**config.mk**
```make
export PLATFORM = sky130hd
export DESIGN_NAME = store_data_packer_flat
export DESIGN_NICKNAME = d
export VERILOG_FILES = /design/src/rtl/store_data_packer_if.sv /design/src/rtl/store_data_packer.sv /design/src/flat_wrapper.sv
export SDC_FILE = /design/constraint.sdc
export NUM_CORES = 1
export LEC_CHECK = 0
export BUFFER_PORTS_ARGS = -buffer_cell sky130_fd_sc_hd__buf_4
export CORE_UTILIZATION = 48
export CTS_BUF_LIST = sky130_fd_sc_hd__clkbuf_16
export DETAILED_ROUTE_END_ITERATION = 7
export GPL_TIMING_DRIVEN = 1
export PLACE_DENSITY = 0.76
export SLEW_MARGIN = 40
export SYNTH_ARGS = -nofsm -noshare
export SYNTH_HDL_FRONTEND = slang
export SYNTH_SLANG_ARGS = --single-unit
export TNS_END_PERCENT = 30
```
**constraint.sdc**
```tcl
create_clock -name clk -period 1.9 [get_ports clk]
set_input_delay 0.19 -clock clk [delete_from_list [all_inputs] [get_ports clk]]
set_output_delay 0.19 -clock clk [all_outputs]
set_load 0.01 [all_outputs]
```
**src/rtl/store_data_packer_if.sv**
```systemverilog
// Request and data-memory write bus of the store data packer.
// The packer uses the slave modport; the requester/memory side uses master.
interface store_data_packer_if #(
   parameter int ADDR_WIDTH = 32
);
   logic                  req_valid;
   logic                  req_ready;
   logic [ADDR_WIDTH-1:0] req_addr;
   logic [31:0]           req_data;
   logic [1:0]            req_size;
   logic                  mem_we;
   logic                  mem_ready;
   logic [ADDR_WIDTH-1:0] mem_addr;
   logic [31:0]           mem_wdata;
   logic [3:0]            mem_be;
   logic                  st_done;
   logic                  misalign_err;

   modport slave (
      input  req_valid, req_addr, req_data, req_size, mem_ready,
      output req_ready, mem_we, mem_addr, mem_wdata, mem_be, st_done, misalign_err
   );

   modport master (
      output req_valid, req_addr, req_data, req_size, mem_ready,
      input  req_ready, mem_we, mem_addr, mem_wdata, mem_be, st_done, misalign_err
   );
endinterface

```
**src/rtl/store_data_packer.sv**
```systemverilog
// Narrows a register value to byte/half/word and lane-aligns it onto a word-addressed write port;
// stores crossing a word boundary go out as two beats. Optional macro: STORE_PACKER_MISALIGN_TRAP_EN.
module store_data_packer #(
   parameter int ADDR_WIDTH = 32
) (
   input  logic                  clk,
   input  logic                  rst,
   store_data_packer_if.slave    bus
);

   typedef enum logic [1:0] {
      IDLE  = 2'd0,
      BEAT0 = 2'd1,
      BEAT1 = 2'd2
   } state_t;

   state_t      state;
   logic        spill_q;
   logic [3:0]  be_hi;
   logic [31:0] data_hi;

   logic [1:0]  off;
   logic [3:0]  mask;
   logic [2:0]  nbytes;
   logic [31:0] data_n;
   logic        spill;
   logic [7:0]  be_wide;
   logic [63:0] data_wide;
`ifdef STORE_PACKER_MISALIGN_TRAP_EN
   logic        misaligned;
`endif

   assign bus.req_ready = (state == IDLE) && !rst;

   // Placing the masked value in a double-word window gives both beats at once:
   // the low half is the first beat, the high half is whatever spilled over.
   always_comb begin
      off    = bus.req_addr[1:0];
      mask   = 4'b0000;
      nbytes = 3'd0;
      data_n = 32'h0000_0000;
      case (bus.req_size)
         2'b00: begin
            mask   = 4'b0001;
            nbytes = 3'd1;
            data_n = {24'h00_0000, bus.req_data[7:0]};
         end
         2'b01: begin
            mask   = 4'b0011;
            nbytes = 3'd2;
            data_n = {16'h0000, bus.req_data[15:0]};
         end
         2'b10: begin
            mask   = 4'b1111;
            nbytes = 3'd4;
            data_n = bus.req_data;
         end
         default: begin
            mask   = 4'b0000;
            nbytes = 3'd0;
            data_n = 32'h0000_0000;
         end
      endcase
      spill     = (({1'b0, off} + nbytes) > 3'd4);
      be_wide   = {4'b0000, mask} << off;
      data_wide = {32'h0000_0000, data_n} << {off, 3'b000};
`ifdef STORE_PACKER_MISALIGN_TRAP_EN
      misaligned = ((bus.req_size == 2'b01) && off[0]) ||
                   ((bus.req_size == 2'b10) && (off != 2'b00));
`endif
   end

   always_ff @(posedge clk) begin
      if (rst) begin
         state         <= IDLE;
         spill_q       <= 1'b0;
         be_hi         <= 4'b0000;
         data_hi       <= 32'h0000_0000;
         bus.mem_we    <= 1'b0;
         bus.mem_addr  <= '0;
         bus.mem_wdata <= 32'h0000_0000;
         bus.mem_be    <= 4'b0000;
         bus.st_done   <= 1'b0;
`ifdef STORE_PACKER_MISALIGN_TRAP_EN
         bus.misalign_err <= 1'b0;
`endif
      end else begin
         bus.st_done <= 1'b0;
`ifdef STORE_PACKER_MISALIGN_TRAP_EN
         bus.misalign_err <= 1'b0;
`endif
         case (state)
            IDLE: begin
               if (bus.req_valid) begin
                  if (bus.req_size == 2'b11) begin
                     bus.st_done <= 1'b1;
`ifdef STORE_PACKER_MISALIGN_TRAP_EN
                  end else if (misaligned) begin
                     bus.misalign_err <= 1'b1;
`endif
                  end else begin
                     bus.mem_we    <= 1'b1;
                     bus.mem_addr  <= {bus.req_addr[ADDR_WIDTH-1:2], 2'b00};
                     bus.mem_be    <= be_wide[3:0];
                     bus.mem_wdata <= data_wide[31:0];
                     be_hi         <= be_wide[7:4];
                     data_hi       <= data_wide[63:32];
                     spill_q       <= spill;
                     state         <= BEAT0;
                  end
               end
            end
            BEAT0: begin
               if (bus.mem_ready) begin
                  if (spill_q) begin
                     bus.mem_addr  <= bus.mem_addr + ADDR_WIDTH'(4);
                     bus.mem_be    <= be_hi;
                     bus.mem_wdata <= data_hi;
                     state         <= BEAT1;
                  end else begin
                     bus.mem_we    <= 1'b0;
                     bus.mem_be    <= 4'b0000;
                     bus.mem_wdata <= 32'h0000_0000;
                     bus.st_done   <= 1'b1;
                     state         <= IDLE;
                  end
               end
            end
            BEAT1: begin
               if (bus.mem_ready) begin
                  bus.mem_we    <= 1'b0;
                  bus.mem_be    <= 4'b0000;
                  bus.mem_wdata <= 32'h0000_0000;
                  bus.st_done   <= 1'b1;
                  state         <= IDLE;
               end
            end
            default: begin
               state <= IDLE;
            end
         endcase
      end
   end

`ifndef STORE_PACKER_MISALIGN_TRAP_EN
   assign bus.misalign_err = 1'b0;
`endif

endmodule

```
**src/flat_wrapper.sv**
```systemverilog
// flat-port wrapper written by rule: the top's interface ports become plain ports
module store_data_packer_flat 
#(
   parameter int ADDR_WIDTH = 32
)
  (clk, rst, bus_req_valid, bus_req_addr, bus_req_data, bus_req_size, bus_mem_ready, bus_req_ready, bus_mem_we, bus_mem_addr, bus_mem_wdata, bus_mem_be, bus_st_done, bus_misalign_err);
  store_data_packer_if #(.ADDR_WIDTH(ADDR_WIDTH)) bus_i ();
  input  logic clk;
  input  logic rst;
  input wire logic [$bits(bus_i.req_valid)-1:0] bus_req_valid;
  input wire logic [$bits(bus_i.req_addr)-1:0] bus_req_addr;
  input wire logic [$bits(bus_i.req_data)-1:0] bus_req_data;
  input wire logic [$bits(bus_i.req_size)-1:0] bus_req_size;
  input wire logic [$bits(bus_i.mem_ready)-1:0] bus_mem_ready;
  output wire logic [$bits(bus_i.req_ready)-1:0] bus_req_ready;
  output wire logic [$bits(bus_i.mem_we)-1:0] bus_mem_we;
  output wire logic [$bits(bus_i.mem_addr)-1:0] bus_mem_addr;
  output wire logic [$bits(bus_i.mem_wdata)-1:0] bus_mem_wdata;
  output wire logic [$bits(bus_i.mem_be)-1:0] bus_mem_be;
  output wire logic [$bits(bus_i.st_done)-1:0] bus_st_done;
  output wire logic [$bits(bus_i.misalign_err)-1:0] bus_misalign_err;
  assign bus_i.req_valid = bus_req_valid;
  assign bus_i.req_addr = bus_req_addr;
  assign bus_i.req_data = bus_req_data;
  assign bus_i.req_size = bus_req_size;
  assign bus_i.mem_ready = bus_mem_ready;
  assign bus_req_ready = bus_i.req_ready;
  assign bus_mem_we = bus_i.mem_we;
  assign bus_mem_addr = bus_i.mem_addr;
  assign bus_mem_wdata = bus_i.mem_wdata;
  assign bus_mem_be = bus_i.mem_be;
  assign bus_st_done = bus_i.st_done;
  assign bus_misalign_err = bus_i.misalign_err;
  store_data_packer #(.ADDR_WIDTH(ADDR_WIDTH)) u_core (.clk(clk), .rst(rst), .bus(bus_i));
endmodule
```
==> impl_metrics.yaml, run 1 <==
run_status:
  status: "complete, no violations"
clocking:
  cts_buffers: 9
  clock_sinks: 98
  holdBufCountCts: 0
  clk_latency_ns: 0.35
  htree_levels: 3
  cts_tree: "built"
  clk_path_buf_depth: 2
  clk_pin_slew_ns: 0.07
  cts-root-buf: "clkbuf_16"
critical_path:
  worst_ep_arrival_time_ns: 2.15
  cp-start-kind: "flop"
  cp-end-kind: "flop"
  crit_fanout: 8
  cp-startpoint: "u_core.state[1]$_SDFFE_PP0P_"
  crit_end: "u_core.bus.mem_addr[22]$_SDFFE_PP0P_"
  reg2reg_depth: 9
  cp_data_required_time_ns: 2.17
  reg2reg_slack_ns: 0.02
  timing.rr.start: "u_core.state[1]$_SDFFE_PP0P_"
  crit_type: "reg2reg"
  r2r_end: "u_core.bus.mem_addr[22]$_SDFFE_PP0P_"
grt:
  overflow: 0
  track_usage: 0.329
  grt_start_max_net_pins: 37
  grt_pass1_vias: 6041
  grt_pass1_wl_um: 30100
  antenna_found_initial: 0
yosys:
  syn-cell-area_um2: 5520
  syn_inst: 686
  ys_seq_area_frac: 0.355
  synth_seq_cells: 98
  synth-async-reset-ratio: 0
  synth_top_flop_cell: "dfxtp_1"
  synth_cell_type_count: 72
  yosysMostFrequentCell: "dfxtp_1"
  synth_warnings: 0
  synth_area_leaders: "dfxtp_1, a21oi_1, nor2_1, nand3_1, o21ai_0"
  synth_area_per_cell_um2: 8.05
  synth.top_cells.by_count: "dfxtp_1, nor2_1, a21oi_1"
  synth_top_cell_by_area: "dfxtp_1"
  synth.top_cell.area_share: 0.355
  synth_edf_count: 0
detailed_routing:
  via_per_inst: 6.38
  wl_per_cell_um: 19.7
  wirelength_um: 20100
  drt_iter0_drc: 836
  drc_errors: 0
  first_pass_iters: 5
  ant_nets: 0
  via_count: 6516
timing:
  fmax_ghz: 0.532
  finalHoldViolCount: 0
  clock_skew_ns: 0.0101
  post-route-period-util: 0.989
  fin_tns_setup_ns: 0
  relSlewSlack: 0.584
  drv_slew: 0
  tightest_slew_ns: 0.622
  setup_viol: 0
  period_needed_ns: 1.88
finish:
  diodes: 0
  design_area_um2: 7720
  area_delta_synth_final_pct: 39.9
  fill_cells: 891
  nets: 961
  drive_above_1_share: 0.355
  stdcell_count: 1021
floorplanning:
  die_y_um: 109
  num_rows: 38
  coreArea_um2: 11000
  start_util: 0.501
  io_pins: 142
  fp.dieW_um: 109
  dieArea_um2: 11900
pwr:
  cellLeakagePower_nw: 3.24
  power_density_nw_per_um2: 766
  ir_worst_vdd_uv: 565
placement:
  dp_hpwl_um: 14200
  port_buffers: 138
  place_congestion: 0.931
  placed_area_um2: 7190
  dp_cells: 1000
flow_run:
  max-cap-violations: 0
worst_hold_path:
  hold_path_class: "in2reg"
power breakdown:
part	internal, mW	leakage (nW)	total, mW	switching [mW]
Sequential	2.23	0.805	2.39	0.165
Combinational	0.812	2.29	1.72	0.904
Clock	1.01	0.142	1.81	0.801
Total	4.05	3.24	5.92	1.87
per-layer routing:
layer | track usage | wire (um)
met1 | 0.445 | 8060
met2 | 0.500 | 9140
met3 | 0.0777 | 2390
met4 | 0.138 | 481
met5 | 0 | 0
flip-flops by register name, summed over array words and instances, names as in the netlist:
signal / cells
u_core.bus.st_done: 1
u_core.bus.mem_be: 4
u_core.be_hi: 3
u_core.state: 2
u_core.spill_q: 1
u_core.data_hi: 24
u_core.bus.mem_we: 1
u_core.bus.mem_wdata: 32
u_core.bus.mem_addr: 30
how the worst min path moves through the flow:
stage / start / to / slack [ns] / cells after the start
2_1_floorplan: bus_req_addr[27] / u_core.bus.mem_addr[27]$_SDFFE_PP0P_ / 0.33 / 2
3_3_place_gp: bus_req_addr[27] / u_core.bus.mem_addr[27]$_SDFFE_PP0P_ / 0.42 / 3
3_5_place_dp: bus_req_addr[27] / u_core.bus.mem_addr[27]$_SDFFE_PP0P_ / 0.43 / 3
4_1_cts: bus_req_addr[27] / u_core.bus.mem_addr[27]$_SDFFE_PP0P_ / 0.07 / 3
5_1_grt: bus_req_addr[27] / u_core.bus.mem_addr[27]$_SDFFE_PP0P_ / 0.1 / 3
6_report: bus_req_addr[27] / u_core.bus.mem_addr[27]$_SDFFE_PP0P_ / 0.08 / 3
layout by cell type, fill, tap and decap left out, types with 15 or more instances in the layout:
cell,Yosys,final
nor2_1,84,82
a21oi_1,66,66
nand3_1,40,40
nand2_1,40,40
nor3_1,24,24
buf_4,3,229
a22oi_1,19,18
a32oi_1,15,15
o21ai_0,38,38
dfxtp_1,98,93
timing repair:
action | 4_1_cts | 5_1_grt
resized for setup | 9 | 31
endpoints found under the setup margin | 31 | 63
buffers inserted | 0 | 4
pin swaps | 0 | 4
cloned | 0 | 2
stage by stage:
step           setup slack, ns   util  hold WS (ns)  total power, mW
2_1_floorplan          -0.0349      -         0.330             3.20
3_5_place_dp            -0.127  0.652         0.433             3.97
5_1_grt                -0.0481  0.700        0.0984             6.17
6_report                0.0213  0.700        0.0755             5.92
3_3_place_gp            -0.258  0.652         0.420             3.94
4_1_cts                -0.0106  0.680        0.0730             5.77
final cells by class:
cell class	instances	area (um^2)	area share
timing repair buffer	238	1890	0.245
multi-input combinational	514	3340	0.433
sequential	98	1970	0.255
inverter	16	60.1	0.00777
clock buffer	9	225	0.0292
clock inverter	6	60.1	0.00777
tap	140	175	0.0227
worst max-delay path, cell delays in order (launching register included):
cell and delay (ns):
dfxtp_2 0.34, inv_2 0.06, ha_4 0.18, nand2b_1 0.18, buf_4 0.16, a22oi_2 0.18
buf_4 0.16, buf_12 0.12, o221ai_1 0.15, a221oi_2 0.25
cells by family after synthesis:
kind of cell | Yosys count | share of synthesized area
and+or+nand+nor | 255 | 0.241
AOI/OAI and AO/OA | 225 | 0.271
DFF | 98 | 0.355
buffers and inverters | 76 | 0.0673
muxes | 16 | 0.0310
adders and majority gates | 14 | 0.0331
other | 1 | 0.000679
xor gates and xnor gates | 1 | 0.00159
No activity file was read; power rests on OpenSTA's default activity.
==> run 2, diff against run 1 <==
--- a/config.mk
+++ b/config.mk
@@ -6,6 +6,7 @@
 export NUM_CORES = 1
 export LEC_CHECK = 0
 export BUFFER_PORTS_ARGS = -buffer_cell sky130_fd_sc_hd__buf_4
+export CORE_ASPECT_RATIO = 1.5
 export CORE_UTILIZATION = 48
 export CTS_BUF_LIST = sky130_fd_sc_hd__clkbuf_16
 export DETAILED_ROUTE_END_ITERATION = 7
==> impl_metrics.yaml, run 2 (synthesis gave the netlist of run 1 again) <==
placement:
  port_buffers: 138
  dp_hpwl_um: 14300
  dp_cells: 1006
  place_congestion: 0.950
  placed_area_um2: 7180
clocking:
  cts-root-buf: "clkbuf_16"
  clk_pin_slew_ns: 0.07
  htree_levels: 3
  clock_sinks: 98
  cts_buffers: 9
  clk_path_buf_depth: 2
  holdBufCountCts: 0
  clk_latency_ns: 0.36
  cts_tree: "built"
timing:
  fin_hold_ws_ns: 0.0959
  rsz0062_at_grt: "yes"
  relSlewSlack: 0.618
  tightest_slew_ns: 0.572
  setup_viol: 2
  fmax_ghz: 0.510
  post-route-period-util: 1.03
  period_needed_ns: 1.96
  clock_skew_ns: 0.0122
  fin_ws_ns: -0.0627
  finalHoldViolCount: 0
  drv_slew: 0
floorplanning:
  io_pins: 142
  coreArea_um2: 11100
  die_y_um: 133
  fp.dieW_um: 89.6
  num_rows: 47
  start_util: 0.497
  dieArea_um2: 11900
critical_path:
  cp_data_required_time_ns: 2.20
  crit_fanout: 6
  path_common_cell: "buf_4"
  path_cells: "inv_2 > ha_1 > o21bai_2 > buf_4 > o211ai_4 > buf_4 > nor4_2 > a32o_1"
  cp_top_family: "compound AO/OA/AOI/OAI gates"
  slowest_stage: "dfxtp_4"
  cp-start-kind: "flop"
  cp-end-kind: "flop"
  crit_type: "reg2reg"
  worst_ep_arrival_time_ns: 2.26
  slowest_delay_ns: 0.38
  cp.buffers_inverters: 3
finish:
  area_delta_synth_final_pct: 41.3
  stdcell_count: 1033
  diodes: 0
  top_register: "u_core.bus.mem_wdata"
  final_cell_mix: "buf_4, dfxtp_1, nor2_1"
  reg_top3: "u_core.bus.mem_wdata x32, u_core.bus.mem_addr x30, u_core.data_hi x24"
  nets: 965
  mostFrequentLayoutCell: "buf_4"
  largest_register_ffs: 32
  drive_above_1_share: 0.367
  design_area_um2: 7810
detailed_routing:
  wirelength_um: 19800
  ant_nets: 0
  via_per_inst: 6.17
  first_pass_iters: 7
  drc_errors: 0
  wl_per_cell_um: 19.1
  via_count: 6375
  drt_iter0_drc: 336
grt:
  use_met1: 0.341
  overflow: 0
  grt_pass1_vias: 6108
  grt_start_max_net_pins: 45
  top_usage_layer: "met2"
  antenna_found_initial: 0
  track_usage: 0.325
  grt_pass1_wl_um: 29900
  grt_use_met3: 0.0657
  grtUsageMet2: 0.577
pwr:
  cellLeakagePower_nw: 3.26
  finalPower_mw: 6.08
  ir_worst_vdd_uv: 576
  power_density_nw_per_um2: 779
worst_hold_path:
  hold_path_class: "in2reg"
flow_run:
  max-cap-violations: 0
run_status:
  status: "finished with violations"
  violations: "setup timing"
-- run 2: path summary, 6_finish.rpt --
| path | from | end | slack, ns | cells past startpoint |
|---|---|---|---|---|
| worst max-delay path | u_core.state[0]$_SDFFE_PP0P_ | u_core.bus.mem_wdata[29]$_SDFFE_PP0P_ | -0.06 | 8 |
| worst min-delay path | bus_req_data[24] | u_core.data_hi[16]$_SDFFE_PP0P_ | 0.1 | 3 |
| worst max register to register | u_core.state[0]$_SDFFE_PP0P_ | u_core.bus.mem_wdata[29]$_SDFFE_PP0P_ | -0.06 | 8 |
| worst min register to register | u_core.data_hi[11]$_SDFFE_PP0P_ | u_core.data_hi[11]$_SDFFE_PP0P_ | 0.50 | 2 |
-- run 2: layer usage --
metal  routed length (um)  vias up
met1                 7030     2987
met5                    0        -
met2                10500      345
met4                  979        0
met3                 1290       96
li1                     -     2947
-- run 2: report_power, final --
part	leakage, nW	internal [mW]	switching, mW
combinational	2.30	0.831	0.885
clock	0.157	1.06	0.911
sequential	0.806	2.23	0.162
-- run 2: worst register-to-register path, delay by kind of cell, from the launching register on --
| family | cells | cell delay, ns |
|---|---|---|
| compound gates | 3 | 0.57 |
| fa+ha+maj | 1 | 0.23 |
| buf+inv | 3 | 0.45 |
| flops | 1 | 0.38 |
| simple gates | 1 | 0.29 |
-- run 2: what timing repair did --
| item | 4_1_cts | 5_1_grt |
|---|---|---|
| resized for setup | 19 | 33 |
| gates cloned | 0 | 1 |
| pin swaps | 1 | 12 |
| buffers inserted | 0 | 10 |
| setup endpoints to repair | 44 | 67 |
| endpoints found under the hold margin | 0 | 0 |
-- run 2: layout make-up --
cell class | count | area [um^2]
multi-input cells | 515 | 3370
repair buffers | 241 | 1900
fillers | 895 | 3310
flip-flops and latches | 98 | 1980
inverters | 16 | 60.1
clock inverters | 7 | 95.1
well taps | 147 | 184
clock buffers | 9 | 225
-- run 2: per-stage QoR --
stage                     setup TNS (ns)  utilization  worst slack [ns]
final                            -0.0656        0.702           -0.0627
after global routing              -0.751        0.702            -0.124
after CTS                         -0.432        0.682           -0.0748
after detailed placement           -3.74        0.646            -0.327
after global placement             -1.55        0.646            -0.241
after floorplan                  -0.0943            -           -0.0349
==> run 3, diff against run 2 <==
--- a/config.mk
+++ b/config.mk
@@ -6,7 +6,9 @@
 export NUM_CORES = 1
 export LEC_CHECK = 0
 export BUFFER_PORTS_ARGS = -buffer_cell sky130_fd_sc_hd__buf_4
+export CAP_MARGIN = 15
 export CORE_ASPECT_RATIO = 1.5
+export CORE_MARGIN = 5
 export CORE_UTILIZATION = 48
 export CTS_BUF_LIST = sky130_fd_sc_hd__clkbuf_16
 export DETAILED_ROUTE_END_ITERATION = 7
==> impl_metrics.yaml, run 3 (synthesis gave the netlist of run 1 again) <==
finish:
  reg_top3: "u_core.bus.mem_wdata x32, u_core.bus.mem_addr x30, u_core.data_hi x24"
  top_register: "u_core.bus.mem_wdata"
  diodes: 0
  nets: 973
  mostFrequentLayoutCell: "buf_4"
  largest_register_ffs: 32
  final_cell_mix: "buf_4, dfxtp_1, nor2_1"
  fill_cells: 931
  area_delta_synth_final_pct: 44.6
  drive_above_1_share: 0.380
placement:
  dp_hpwl_um: 14500
  pre_cts_slack_ns: -0.170
  place_congestion: 0.977
  port_buffers: 138
timing:
  rsz0062_at_grt: "yes"
  fmax_ghz: 0.506
  finalHoldViolCount: 0
  post-route-period-util: 1.04
  fin_tns_setup_ns: -0.0937
  setup_viol: 3
  tightest_slew_ns: 0.661
  period_needed_ns: 1.97
  drv_slew: 0
  fin_ws_ns: -0.0744
  relSlewSlack: 0.558
  clock_skew_ns: 0.00466
floorplanning:
  io_pins: 142
  coreArea_um2: 11400
  start_util: 0.484
  fp.dieW_um: 97.6
  die_y_um: 141
  dieArea_um2: 13800
  num_rows: 48
detailed_routing:
  via_per_inst: 6.20
  first_pass_iters: 5
  via_count: 6469
  ant_nets: 0
  wirelength_um: 20300
  drc_errors: 0
  drt_iter0_drc: 381
  wl_per_cell_um: 19.4
pwr:
  cellLeakagePower_nw: 3.33
  ir_worst_vdd_uv: 496
  power_density_nw_per_um2: 747
grt:
  grt_pass1_vias: 6565
  top_usage_layer: "met2"
  grtUsageMet2: 0.514
  grt_pass1_wl_um: 31800
  antenna_found_initial: 0
  grt_start_max_net_pins: 38
  track_usage: 0.281
  overflow: 0
  use_met1: 0.289
  grt_use_met3: 0.0571
clocking:
  cts_tree: "built"
  cts-root-buf: "clkbuf_16"
  clock_sinks: 98
  htree_levels: 3
  clk_pin_slew_ns: 0.07
  clk_path_buf_depth: 2
  cts_buffers: 9
  holdBufCountCts: 0
  clk_latency_ns: 0.34
critical_path:
  cp_top_family: "compound AO/OA/AOI/OAI gates"
  cp.buffers_inverters: 1
  cp-end-kind: "flop"
  cp-start-kind: "flop"
  cp_data_required_time_ns: 2.14
  slowest_delay_ns: 0.42
  crit_type: "reg2reg"
  slowest_stage: "or2_2"
  crit_fanout: 7
  path_cells: "nand3_1 > or2_2 > buf_4 > o31ai_1 > a21oi_1 > a311oi_1"
  worst_ep_arrival_time_ns: 2.22
run_status:
  violations: "setup timing"
  status: "finished with violations"
flow_run:
  max-cap-violations: 0
worst_hold_path:
  hold_path_class: "in2reg"
## run 3: cell types whose count changed in the layout (fill, tap and decap cells not counted), sizes merged
cell	change
inv	-3
clkbuf	+1
bufinv	-1
o211ai	-1
clkinv	+1
clkinvlp	+3
buf	+8
## run 3: worst register-to-register path: cells and delay by family (launching register included)
family / cells / cell delay (ns)
compound gates: 3 / 0.68
buf+inv: 1 / 0.20
simple gates: 2 / 0.60
flops: 1 / 0.40
## run 3: area by class of cell
cell class | instances | area (um^2) | share of cell area
Tap cell | 150 | 188 | 0.0235
Inverter | 16 | 66.3 | 0.00830
Clock inverter | 7 | 53.8 | 0.00674
Clock buffer | 9 | 225 | 0.0282
Multi-Input combinational cell | 514 | 3400 | 0.426
Timing Repair Buffer | 250 | 2080 | 0.261
Sequential cell | 98 | 1970 | 0.247
## run 3: routing by layer
layer	vias to the layer above	share of wire
li1	2969	-
met1	3011	0.35
met2	388	0.52
met3	101	0.081
met4	0	0.058
met5	-	0
## run 3: path summary, 6_finish.rpt
kind,startpoint,to,slack [ns],cells past startpoint
setup / recovery,u_core.bus.mem_addr[6]$_SDFFE_PP0P_,u_core.bus.mem_addr[13]$_SDFFE_PP0P_,-0.07,6
hold / removal,bus_req_addr[27],u_core.bus.mem_addr[27]$_SDFFE_PP0P_,0.09,3
setup reg to reg,u_core.bus.mem_addr[6]$_SDFFE_PP0P_,u_core.bus.mem_addr[13]$_SDFFE_PP0P_,-0.07,6
hold reg to reg,u_core.be_hi[1]$_SDFFE_PP0P_,u_core.be_hi[1]$_SDFFE_PP0P_,0.46,2
## run 3: report_power, final
group	internal [mW]	switching, mW	total [mW]
logic	0.911	0.922	1.83
clock network	0.898	0.847	1.74
registers	2.23	0.157	2.39
total	4.04	1.93	5.96
## run 3: metrics by stage
step	cell area, um^2	utilization	power [mW]	cells	hold WS [ns]
2_1_floorplan	5540	-	3.20	688	0.330
3_3_place_gp	7280	0.638	3.99	1010	0.435
3_5_place_dp	7280	0.638	4.04	1010	0.447
4_1_cts	7730	0.678	5.89	1034	0.0796
5_1_grt	7990	0.700	6.23	1044	0.107
6_report	7990	0.700	5.96	1044	0.0906
## run 3: timing repair
action | in CTS | in global routing
buffers inserted | 6 | 10
resized for setup | 16 | 45
pin swaps | 6 | 21
endpoints found under the setup margin | 46 | 61
gates cloned | 2 | 1
